==> config.mk <==
export PLATFORM = sky130hd
export DESIGN_NAME = sw_oport_arb
export DESIGN_NICKNAME = d
export VERILOG_FILES = /design/src/rtl/sw_pkg.sv /design/src/rtl/sw_rr_pick.sv /design/src/rtl/sw_oport_arb.sv
export SDC_FILE = /design/constraint.sdc
export NUM_CORES = 1
export LEC_CHECK = 0
export ABC_AREA = 1
export BUFFER_PORTS_ARGS = -buffer_cell sky130_fd_sc_hd__buf_2
export CORE_MARGIN = 5
export CORE_UTILIZATION = 43
export CTS_CLUSTER_SIZE = 20
export DETAILED_ROUTE_END_ITERATION = 10
export PLACE_DENSITY = 0.75
export SLEW_MARGIN = 20
export SYNTH_ARGS = -nofsm -noshare
export SYNTH_HDL_FRONTEND = slang
export SYNTH_SLANG_ARGS = --single-unit
==> constraint.sdc <==
create_clock -name clk -period 2.05 [get_ports clk]
set_input_delay 0.205 -clock clk [delete_from_list [all_inputs] [get_ports clk]]
set_output_delay 0.205 -clock clk [all_outputs]
set_load 0.1 [all_outputs]
==> src/rtl/sw_pkg.sv <==
// Shared types and constants for the switch output-port stage.
package sw_pkg;

  // Flit type carried alongside each data word.
  typedef enum logic [1:0] {
    NONE = 2'b00,
    HEAD = 2'b01,
    BODY = 2'b10,
    TAIL = 2'b11
  } flit_t;

  // Output-port arbiter states.
  typedef enum logic [1:0] {
    IDLE = 2'b00,
    WAIT = 2'b01,
    XFER = 2'b10
  } arb_state_t;

  localparam logic ASSERT = 1'b1;
  localparam logic NEGATE = 1'b0;

  // Width of an index into n inputs; never narrower than one bit.
  function automatic int idx_w(input int n);
    return (n > 1) ? $clog2(n) : 1;
  endfunction

endpackage

==> src/rtl/sw_rr_pick.sv <==
// Round-robin picker: first set request at or above the pointer, with wrap.
module sw_rr_pick
  import sw_pkg::*;
#(
  parameter int NIN = 4,
  parameter int IW  = idx_w(NIN)
) (
  input  logic [NIN-1:0] req_i,
  input  logic [IW-1:0]  ptr_i,
  output logic [NIN-1:0] pick_o,
  output logic [IW-1:0]  idx_o
);

  // Scan pointer, pointer+1, ... wrapping at NIN; keep the first hit.
  always_comb begin
    logic          found;
    int            j;
    logic [IW-1:0] j_idx;
    pick_o = '0;
    idx_o  = '0;
    found  = NEGATE;
    j      = 0;
    j_idx  = '0;
    for (int k = 0; k < NIN; k++) begin
      j = int'(ptr_i) + k;
      if (j >= NIN) j = j - NIN;
      j_idx = IW'(j);
      if (!found && req_i[j_idx]) begin
        found         = ASSERT;
        pick_o[j_idx] = ASSERT;
        idx_o         = j_idx;
      end
    end
  end

endmodule

==> src/rtl/sw_oport_arb.sv <==
// Output-port arbiter: round-robin grant per packet, HEAD..TAIL forwarding.
//
// state | meaning
// IDLE  | no grant; pick next requester from the rr pointer
// WAIT  | input granted, waiting for its HEAD; BODY/TAIL discarded
// XFER  | forwarding granted input's flits until TAIL
module sw_oport_arb
  import sw_pkg::*;
#(
  parameter int NIN = 4,
  parameter int DW  = 32,
  parameter int CW  = 16
) (
  input  logic              clk,
  input  logic              rst,
  input  logic [NIN-1:0]    req,
  output logic [NIN-1:0]    ack,
  input  logic [NIN*DW-1:0] din,
  input  logic [NIN*2-1:0]  tin,
  output logic [DW-1:0]     dout,
  output logic [1:0]        tout,
  output logic              ovalid,
  output logic [CW-1:0]     pkt_cnt
);

  localparam int IW = idx_w(NIN);

  arb_state_t     state_q, state_d;
  logic [NIN-1:0] grant_q, grant_d;
  logic [IW-1:0]  gidx_q, gidx_d;
  logic [IW-1:0]  rr_q, rr_d;
  logic [DW-1:0]  dout_q, dout_d;
  flit_t          tout_q, tout_d;
  logic           ovalid_q, ovalid_d;
  logic [CW-1:0]  cnt_q, cnt_d;

  logic [NIN-1:0] pick;
  logic [IW-1:0]  pick_idx;
  logic           g_req;
  flit_t          g_tin;
  logic [DW-1:0]  g_din;
  logic [IW-1:0]  rr_next;

  sw_rr_pick #(
    .NIN (NIN),
    .IW  (IW)
  ) u_pick (
    .req_i  (req),
    .ptr_i  (rr_q),
    .pick_o (pick),
    .idx_o  (pick_idx)
  );

  // gidx_q is only meaningful while a grant is held (WAIT/XFER).
  assign g_req   = req[gidx_q];
  assign g_tin   = flit_t'(tin[{gidx_q, 1'b0} +: 2]);
  assign g_din   = din[int'(gidx_q) * DW +: DW];
  assign rr_next = (gidx_q == IW'(NIN - 1)) ? '0 : gidx_q + 1'b1;

  // Next-state, grant, datapath and ack decode.
  always_comb begin
    state_d  = state_q;
    grant_d  = grant_q;
    gidx_d   = gidx_q;
    rr_d     = rr_q;
    dout_d   = dout_q;
    tout_d   = NONE;
    ovalid_d = NEGATE;
    cnt_d    = cnt_q;
    ack      = '0;

    unique case (state_q)
      IDLE: begin
        if (|req) begin
          grant_d = pick;
          gidx_d  = pick_idx;
          state_d = WAIT;
        end
      end

      WAIT: begin
        ack = grant_q & req;
        if (!g_req) begin
          grant_d = '0;
          rr_d    = rr_next;
          state_d = IDLE;
        end else if (g_tin == HEAD) begin
          dout_d   = g_din;
          tout_d   = HEAD;
          ovalid_d = ASSERT;
          state_d  = XFER;
        end
      end

      XFER: begin
        ack = grant_q;
        if (g_tin != NONE) begin
          dout_d   = g_din;
          tout_d   = g_tin;
          ovalid_d = ASSERT;
        end
        if (g_tin == TAIL) begin
          grant_d = '0;
          rr_d    = rr_next;
          cnt_d   = cnt_q + 1'b1;
          state_d = IDLE;
        end
      end

      default: begin
        grant_d = '0;
        state_d = IDLE;
      end
    endcase
  end

  // State, grant and registered output stage.
  always_ff @(posedge clk or negedge rst) begin
    if (!rst) begin
      state_q  <= IDLE;
      grant_q  <= '0;
      gidx_q   <= '0;
      rr_q     <= '0;
      dout_q   <= '0;
      tout_q   <= NONE;
      ovalid_q <= NEGATE;
      cnt_q    <= '0;
    end else begin
      state_q  <= state_d;
      grant_q  <= grant_d;
      gidx_q   <= gidx_d;
      rr_q     <= rr_d;
      dout_q   <= dout_d;
      tout_q   <= tout_d;
      ovalid_q <= ovalid_d;
      cnt_q    <= cnt_d;
    end
  end

  assign dout    = dout_q;
  assign tout    = tout_q;
  assign ovalid  = ovalid_q;
  assign pkt_cnt = cnt_q;

endmodule
==> impl_metrics.ini, run 1 <==
[logic_synthesis]
synth.cell_area_mm2 = 0.004214
synth_cell_type_count = 32
postSynthRegisterBits = 61
synth.yosys.warnings = 0
synthArstFlopShare_pct = 100.0
post_synth.cell_area_avg_um2 = 6.841
synth-edff-count = 0
mappedNetlistNets = 771
syn_inst = 616
ys_dominant_reg_cell = sky130_fd_sc_hd__dfrtp_1
ys_seq_area_share_pct = 36.22

[clock_tree]
clock_tree.htree_level_count = 3
cts_tree = yes
cts-root-to-sink-buffers = 2
worst_setup_hold_path_clk_slew_ns = 0.07
post_cts_buffers = 0
clock-sinks = 61
worstSkewPairLatency_ns = 0.35
clk_root_buffer_cell = sky130_fd_sc_hd__clkbuf_8
cts_made_buffers = 9

[critical_path]
worstSetupEndpointType = primary output
critPathCapture = ack[3]
cpLargestDelayFamily = buffers and inverters
worst_setup_path_startpoint = state_q[0]$_DFFE_PN0P_
worst_ep_required_time_ns = 1.85
critPathArrivalTime_ns = 1.75
maximum_net_fanout_on_the_critical_path = 6
critical-path-top-cell-by-count = sky130_fd_sc_hd__inv_1
timing.critical_path.cells = inv_1 > ha_2 > inv_1 > a21oi_1 > buf_4
slowest_stage_cell_crit_path = sky130_fd_sc_hd__dfrtp_1
worst_setup_path_start_kind = register
path_class = reg2out
cpPeakStageDelay_ns = 0.42
crit_buf_inv = 3
rr_worst_depth = 7
r2r_end = dout[3]$_DFFE_PN0P_
reg2reg_from = state_q[1]$_DFFE_PN0P_
worst-r2r-setup-slack_ns = 0.21
worstSetupPathDepth = 5

[power]
leakage_nw = 2.984
swShare_pct = 62.17
comb_power_share_pct = 70.7
pwr-share-seq_pct = 19.0
powerDensity_mw_per_mm2 = 1870
vdd.ir_drop.worst_v = 0.0008500
p_int_mw = 3.911
sw_pwr_mw = 6.428
p_clk_share_pct = 10.3

[drt]
count_of_unresolved_drc_violations_after_routing = 0
detail_route.wirelength_mm = 14.25
detailed_route_via_count = 4977
first_iter_violations = 306
drt_pre_antenna_iters = 7
routedWlPerCell_um = 15.09
ant_nets = 0
via_per_inst = 5.272

[sta]
clock_skew_ns = 0.01501
post_layout_min_period_ns = 1.955
finalHoldViolCount = 0
timing.hold.ws_ns = 0.2781
worst_slew_pin_slew_ns = 0.5846
setup_repair_after_global_routing_missed_its_margin = no
setup_violations_final = 0
max_freq_ghz = 0.5114
maxSlewViolCount = 0
timing.max_slew.rel_slack_pct = 61.03
final_min_period_over_clock_period_pct = 95.39

[die]
core_area_mm2 = 0.009684
floorplan.die_area_mm2 = 0.01188
floorplan.initialDensity_pct = 43.51
ports_placed_on_the_boundary = 197
y_dimension_of_the_die_um = 109.0
std_cell_rows = 36
dieWidth_um = 109.0

[global_routing]
number_of_global_route_vias_before_repair = 4702
maximum_number_of_pins_on_one_net_before_global_route_repair = 67
gr-total-overflow = 0
initial_antenna_violation_count = 0
globalRouteTotalUtil_pct = 23.61
global_route_wire_length_before_repair_mm = 22.22

[finish]
layout.nets = 961
final_cell_mix = 192 x sky130_fd_sc_hd__buf_2, 171 x sky130_fd_sc_hd__nand2_1, 83 x sky130_fd_sc_hd__nor2_1
layout_commonest_cell = sky130_fd_sc_hd__buf_2
layout-area-overhead-vs-synth_pct = 31.21
diodes = 0
layout-drive-gt1-share_pct = 30.33
final_util_pct = 57.09

[worst_hold_path]
min_path_type = in2reg

[place]
gp_congestion = 0.8652
post-dp-hpwl_mm = 10.89
port_buffers = 196

[outcome]
outcome = finished, final reports clean

[run]
drv.max_cap_violation_count = 0
layout make-up:
| type | instances | area [um2] |
|---|---|---|
| inverters | 32 | 122.6 |
| clock inverters | 5 | 50.05 |
| fillers | 948 | 4155 |
| well taps | 133 | 166.4 |
| repair buffers | 212 | 1117 |
| flip-flops and latches | 61 | 1530 |
| clock buffers | 11 | 141.4 |
| multi-input cells | 490 | 2401 |
kinds of logic (layout without fill, tap and decap cells):
family,count (synthesis),after routing,share of synthesized area [%]
and+or+nand+nor,339,339,33.40
DFF,61,61,36.22
xor gates and xnor gates,13,13,2.702
AOI/OAI and AO/OA,125,125,16.83
buffers and inverters,65,260,6.977
adders and majority gates,13,13,3.860
sequential cells by signal (all words and copies together), names as in the netlist:
| name | flops |
|---|---|
| dout | 32 |
| pkt_cnt | 16 |
| grant_q | 4 |
| gidx_q | 2 |
| rr_q | 2 |
| state_q | 2 |
| tout | 2 |
| ovalid | 1 |
how the worst min path moves through the flow:
stage,cells after the start,startpoint,slack (ns),endpoint
after CTS,5,din[18],0.26,dout[18]$_DFFE_PN0P_
after detailed placement,1,rst,0.20,pkt_cnt[14]$_DFFE_PN0P_
after floorplan,0,rst,-0.09,dout[0]$_DFFE_PN0P_
after global placement,1,rst,0.19,pkt_cnt[11]$_DFFE_PN0P_
after global routing,5,din[18],0.29,dout[18]$_DFFE_PN0P_
final,5,din[15],0.28,dout[15]$_DFFE_PN0P_
worst register-to-register path, cell delays in order (launching register included):
cell and delay, ns:
sky130_fd_sc_hd__dfrtp_1 0.40, sky130_fd_sc_hd__inv_1 0.08, sky130_fd_sc_hd__ha_1 0.32, sky130_fd_sc_hd__nand2_2 0.18
sky130_fd_sc_hd__o21ai_4 0.19, sky130_fd_sc_hd__buf_4 0.35, sky130_fd_sc_hd__nand3_1 0.15, sky130_fd_sc_hd__nand2_1 0.10
timing repair:
action                                  in CTS  in global routing
gates resized for setup                      4                  3
endpoints found under the hold margin       20                  0
endpoints found under the setup margin       4                 33
hold buffers                                 1                  0
metal layers:
metal  wire (um)  global-route usage [%]  share of wire, %
met1        5752                   29.62                40
met2        7139                   40.61                50
met3        1048                   3.671               7.4
met4         309                   9.288               2.2
met5           0                       0                 0
synthesized netlist by cell type (all sizes together) (5+ instances only):
master / n / share of area [%]
a21oi: 11 / 1.3
buf: 18 / 2.7
clkbuf: 15 / 1.3
dfrtp: 61 / 36
ha: 13 / 3.9
inv: 30 / 2.7
nand2: 176 / 16
nand3: 68 / 8.2
nand4: 6 / 0.89
nor2: 85 / 7.8
o21ai: 75 / 9.5
o22ai: 32 / 4.8
xnor2: 8 / 1.7
xor2: 5 / 1.0
power by group through the flow:
stage                     Clock [mW]  Sequential (mW)  Combinational [mW]
after floorplan                    0             4.39                3.35
after global placement             0             1.96                7.13
after detailed placement           0             1.96                7.29
after CTS                       1.08             1.95                7.30
after global routing            1.14             2.01                7.96
final                           1.07             1.96                7.31
metrics by stage:
step | area, um2 | worst slack [ns] | TNS, ns | std cells | power [mW]
2_1_floorplan | 4217 | -0.4928 | -1.971 | 616 | 7.737
3_3_place_gp | 5306 | 0.2744 | 0 | 927 | 9.096
3_5_place_dp | 5306 | 0.1442 | 0 | 927 | 9.249
4_1_cts | 5518 | 0.03074 | 0 | 944 | 10.34
5_1_grt | 5529 | 0.03424 | 0 | 944 | 11.11
6_report | 5529 | 0.09459 | 0 | 944 | 10.34
Note: power is estimated with default switching activity, not from simulation.
==> inputs of run 2 (changes only) <==
--- a/config.mk
+++ b/config.mk
@@ -12,6 +12,7 @@
 export CTS_CLUSTER_SIZE = 20
 export DETAILED_ROUTE_END_ITERATION = 10
 export PLACE_DENSITY = 0.75
+export SETUP_SLACK_MARGIN = 0.1
 export SLEW_MARGIN = 20
 export SYNTH_ARGS = -nofsm -noshare
 export SYNTH_HDL_FRONTEND = slang
==> impl_metrics.ini, run 2 (synthesized netlist as in run 1, its figures left out) <==
[critical_path]
critical-path-top-cell-by-count = sky130_fd_sc_hd__inv_1
critPathArrivalTime_ns = 1.72
worst_ep_required_time_ns = 1.85
cpPeakStageDelay_ns = 0.41
timing.critical_path.cells = inv_1 > ha_2 > inv_1 > a21oi_1 > buf_6
worstSetupEndpointType = primary output
slowest_stage_cell_crit_path = sky130_fd_sc_hd__dfrtp_1
worst_setup_path_start_kind = register
maximum_net_fanout_on_the_critical_path = 6
path_class = reg2out

[sta]
final_min_period_over_clock_period_pct = 94.13
post_layout_min_period_ns = 1.930
worst_slew_pin_slew_ns = 0.5832
setup_repair_after_global_routing_missed_its_margin = yes
setup-tns-final_ns = 0
maxSlewViolCount = 0
finalHoldViolCount = 0
max_freq_ghz = 0.5182
timing.max_slew.rel_slack_pct = 61.12
setup_violations_final = 0
clock_skew_ns = 0.01494

[die]
ports_placed_on_the_boundary = 197
std_cell_rows = 36
dieWidth_um = 109.0
floorplan.die_area_mm2 = 0.01188
core_area_mm2 = 0.009684
floorplan.initialDensity_pct = 43.51
y_dimension_of_the_die_um = 109.0

[finish]
n_fill_cell = 945
diodes = 0
multiInputGateArea_mm2 = 0.002406
layout.nets = 961
layout_commonest_cell = sky130_fd_sc_hd__buf_2
final_cell_mix = 192 x sky130_fd_sc_hd__buf_2, 171 x sky130_fd_sc_hd__nand2_1, 82 x sky130_fd_sc_hd__nor2_1
finish.instance_area_mm2 = 0.005549
finish.cell_count_without_fillers = 944
flip_flop_count_of_the_largest_register_all_copies_and_words_added = 32
layout-area-overhead-vs-synth_pct = 31.68
register_cell_area_after_layout_mm2 = 0.001530
layout-drive-gt1-share_pct = 30.58

[clock_tree]
cts_made_buffers = 9
cts_tree = yes
worstSkewPairLatency_ns = 0.35
cts-root-to-sink-buffers = 2
worst_setup_hold_path_clk_slew_ns = 0.07
clock_tree.htree_level_count = 3
clock-sinks = 61
post_cts_buffers = 0
clk_root_buffer_cell = sky130_fd_sc_hd__clkbuf_8

[drt]
drt_pre_antenna_iters = 5
routedWlPerCell_um = 15.04
detailed_route_via_count = 4989
via_per_inst = 5.285
count_of_unresolved_drc_violations_after_routing = 0
detail_route.wirelength_mm = 14.20
ant_nets = 0
first_iter_violations = 308

[global_routing]
number_of_global_route_vias_before_repair = 4712
gr-total-overflow = 0
global_route_wire_length_before_repair_mm = 22.27
globalRouteTotalUtil_pct = 23.67
initial_antenna_violation_count = 0
maximum_number_of_pins_on_one_net_before_global_route_repair = 67

[power]
powerDensity_mw_per_mm2 = 1867
vdd.ir_drop.worst_v = 0.0008512
leakage_nw = 2.987

[place]
port_buffers = 196
placed_cells = 927
post-dp-hpwl_mm = 10.89
gp_congestion = 0.8652
post_dp_cell_area_mm2 = 0.005306

[outcome]
outcome = finished, final reports clean

[run]
drv.max_cap_violation_count = 0

[worst_hold_path]
min_path_type = in2reg
-- run 2: path summary, 6_finish.rpt --
path / slack (ns) / from / cells after the start / end
setup / recovery: 0.12 / state_q[0]$_DFFE_PN0P_ / 5 / ack[2]
hold / removal: 0.28 / din[18] / 5 / dout[18]$_DFFE_PN0P_
setup reg to reg: 0.26 / gidx_q[0]$_DFFE_PN0P_ / 10 / dout[3]$_DFFE_PN0P_
hold reg to reg: 0.47 / dout[13]$_DFFE_PN0P_ / 2 / dout[13]$_DFFE_PN0P_
max in group asynchronous: 0.99 / rst / 3 / dout[13]$_DFFE_PN0P_
min in group asynchronous: 0.35 / rst / 2 / pkt_cnt[11]$_DFFE_PN0P_
-- run 2: layout make-up --
class | count | share of cell area, %
inverter | 32 | 2.210
tap | 133 | 2.999
timing repair buffer | 212 | 20.41
clock inverter | 5 | 0.9019
clock buffer | 11 | 2.548
sequential | 61 | 27.58
multi-input combinational | 490 | 43.36
-- run 2: where the power goes --
part           total [mW]  internal, mW  leakage (nW)  switching, mW
Combinational        7.34          1.69          2.11           5.65
Sequential           1.96          1.66         0.774          0.301
Clock                1.07         0.587         0.103          0.480
-- run 2: routing by layer --
layer / vias to the layer above / GRT usage, % / wire length [um]
met5: - / 0 / 0
met3: 30 / 3.671 / 1083
met1: 2319 / 29.66 / 5707
li1: 2424 / - / -
met4: 0 / 9.288 / 315
met2: 216 / 40.79 / 7091
-- run 2: stage by stage --
| stage | setup slack, ns | util (%) | power [mW] | hold WS [ns] |
|---|---|---|---|---|
| 6_report | 0.1203 | 57.30 | 10.36 | 0.2787 |
| 5_1_grt | 0.06508 | 57.30 | 11.15 | 0.2946 |
| 4_1_cts | 0.1154 | 57.16 | 10.34 | 0.2634 |
| 3_5_place_dp | 0.1442 | 54.79 | 9.249 | 0.2014 |
| 3_3_place_gp | 0.2744 | 54.79 | 9.096 | 0.1897 |
| 2_1_floorplan | -0.4928 | - | 7.737 | -0.09059 |
-- run 2: worst max-delay path: cells and delay by family (launching register included) --
family                     cells  cell delay (ns)
adders and majority gates      1             0.25
AOI/OAI and AO/OA              1             0.23
DFF                            1             0.41
buffers and inverters          3             0.49
-- run 2: repair_timing --
action	in CTS	in global routing
gates resized for setup	9	4
hold endpoints to repair	20	0
hold buffers	1	0
setup endpoints to repair	4	41
==> inputs of run 3 (changes only) <==
--- a/config.mk
+++ b/config.mk
@@ -12,6 +12,7 @@
 export CTS_CLUSTER_SIZE = 20
 export DETAILED_ROUTE_END_ITERATION = 10
 export PLACE_DENSITY = 0.75
+export RECOVER_POWER = 50
 export SETUP_SLACK_MARGIN = 0.1
 export SLEW_MARGIN = 20
 export SYNTH_ARGS = -nofsm -noshare
==> impl_metrics.ini, run 3 (synthesized netlist as in run 1, its figures left out) <==
[outcome]
outcome = finished, final reports clean

[power]
comb_power_share_pct = 70.6
vdd.ir_drop.worst_v = 0.0008518
leakage_nw = 2.913
p_int_mw = 3.882
sw_pwr_mw = 6.446
swShare_pct = 62.41
p_clk_share_pct = 10.4
overall_power_of_the_completed_layout_mw = 10.33
powerDensity_mw_per_mm2 = 1870
pwr-share-seq_pct = 19.1

[drt]
first_iter_violations = 314
via_per_inst = 5.244
drt_pre_antenna_iters = 5
detailed_route_via_count = 4950
count_of_unresolved_drc_violations_after_routing = 0
detail_route.wirelength_mm = 14.24
routedWlPerCell_um = 15.08
ant_nets = 0

[place]
gp_congestion = 0.8652
port_buffers = 196
post-dp-hpwl_mm = 10.89

[sta]
maxSlewViolCount = 0
max_freq_ghz = 0.5198
clock_skew_ns = 0.01427
post_layout_min_period_ns = 1.924
final_min_period_over_clock_period_pct = 93.84
setup_violations_final = 0
worst_slew_pin_slew_ns = 1.237
finalHoldViolCount = 0
setup_repair_after_global_routing_missed_its_margin = yes
timing.max_slew.rel_slack_pct = 17.87

[critical_path]
critPathArrivalTime_ns = 1.72
reg2reg_from = gidx_q[0]$_DFFE_PN0P_
path_class = reg2out
worstSetupEndpointType = primary output
worst_ep_required_time_ns = 1.85
maximum_net_fanout_on_the_critical_path = 6
worst_setup_path_start_kind = register
worst_setup_path_startpoint = state_q[0]$_DFFE_PN0P_

[clock_tree]
cts_tree = yes
worstSkewPairLatency_ns = 0.35
post_cts_buffers = 0
clk_root_buffer_cell = sky130_fd_sc_hd__clkbuf_8
clock_tree.htree_level_count = 3
worst_setup_hold_path_clk_slew_ns = 0.07
cts_made_buffers = 9
clock-sinks = 61
cts-root-to-sink-buffers = 2

[finish]
layout-area-overhead-vs-synth_pct = 31.06
flip_flop_count_of_the_largest_register_all_copies_and_words_added = 32
final_util_pct = 57.03
layout_commonest_cell = sky130_fd_sc_hd__nand2_1
diodes = 0
layout.nets = 961
layout-drive-gt1-share_pct = 27.99
final_cell_mix = 171 x sky130_fd_sc_hd__nand2_1, 165 x sky130_fd_sc_hd__buf_2, 82 x sky130_fd_sc_hd__nor2_1

[worst_hold_path]
min_path_type = in2reg
hold_start = din[15]

[die]
core_area_mm2 = 0.009684
std_cell_rows = 36
ports_placed_on_the_boundary = 197
y_dimension_of_the_die_um = 109.0
floorplan.die_area_mm2 = 0.01188
dieWidth_um = 109.0
floorplan.initialDensity_pct = 43.51

[global_routing]
number_of_global_route_vias_before_repair = 4712
maximum_number_of_pins_on_one_net_before_global_route_repair = 67
globalRouteTotalUtil_pct = 23.67
initial_antenna_violation_count = 0
global_route_wire_length_before_repair_mm = 22.27
gr-total-overflow = 0

[run]
drv.max_cap_violation_count = 0
[run 3: changes by cell type in the layout (fill, tap and decap cells not counted), sizes merged]
cell	change
buf	-28
clkbuf	+28
[run 3: final cells by class]
class                   count  area [um2]
inverters                  32       122.6
multi-input cells         490        2406
well taps                 133       166.4
clock inverters             5       50.05
fillers                   963        4161
flip-flops and latches     61        1530
repair buffers            212        1106
clock buffers              11       141.4
[run 3: final timing paths]
path                                                end  slack (ns)  cells after the start
worst max-delay path                             ack[2]        0.13                      5
worst min-delay path               dout[15]$_DFFE_PN0P_        0.28                      5
worst max register to register      dout[3]$_DFFE_PN0P_        0.26                     10
worst min register to register     dout[13]$_DFFE_PN0P_        0.47                      2
max in group asynchronous          dout[13]$_DFFE_PN0P_        0.35                      3
min in group asynchronous       pkt_cnt[11]$_DFFE_PN0P_        0.62                      2
[run 3: power groups by stage]
| stage | clock, mW | sequential [mW] | combinational, mW |
|---|---|---|---|
| after global placement | 0 | 1.96 | 7.13 |
| after CTS | 1.08 | 1.95 | 7.31 |
| after floorplan | 0 | 4.39 | 3.35 |
| after global routing | 1.14 | 2.02 | 7.94 |
| after detailed placement | 0 | 1.96 | 7.29 |
| final | 1.07 | 1.97 | 7.29 |
[run 3: worst max-delay path, stage by stage (launching register included)]
cell	delay, ns
sky130_fd_sc_hd__dfrtp_1	0.41
sky130_fd_sc_hd__inv_1	0.09
sky130_fd_sc_hd__ha_2	0.25
sky130_fd_sc_hd__inv_1	0.13
sky130_fd_sc_hd__a21oi_1	0.23
sky130_fd_sc_hd__buf_6	0.26
[run 3: metal layers]
layer,share of wire [%],wire length (um),global-route usage (%),vias up
met3,7.9,1126,3.671,30
met1,40,5730,29.66,2283
met4,2.3,325,9.288,0
met2,50,7057,40.79,215
met5,0,0,0,-
li1,-,-,-,2422
[run 3: stage by stage]
stage          setup slack (ns)  hold slack (ns)  std cells  setup TNS (ns)  instance area, um2
5_1_grt                 0.04551           0.2946        944               0                5523
4_1_cts                  0.1154           0.2634        944               0                5535
2_1_floorplan           -0.4928         -0.09059        616          -1.971                4217
3_3_place_gp             0.2744           0.1897        927               0                5306
3_5_place_dp             0.1442           0.2014        927               0                5306
6_report                 0.1263           0.2789        944               0                5523
[run 3: timing repair]
action	CTS	global route
pin swaps	0	0
endpoints found under the setup margin	4	41
resized for setup	9	4
hold buffers	1	0
endpoints found under the hold margin	20	0
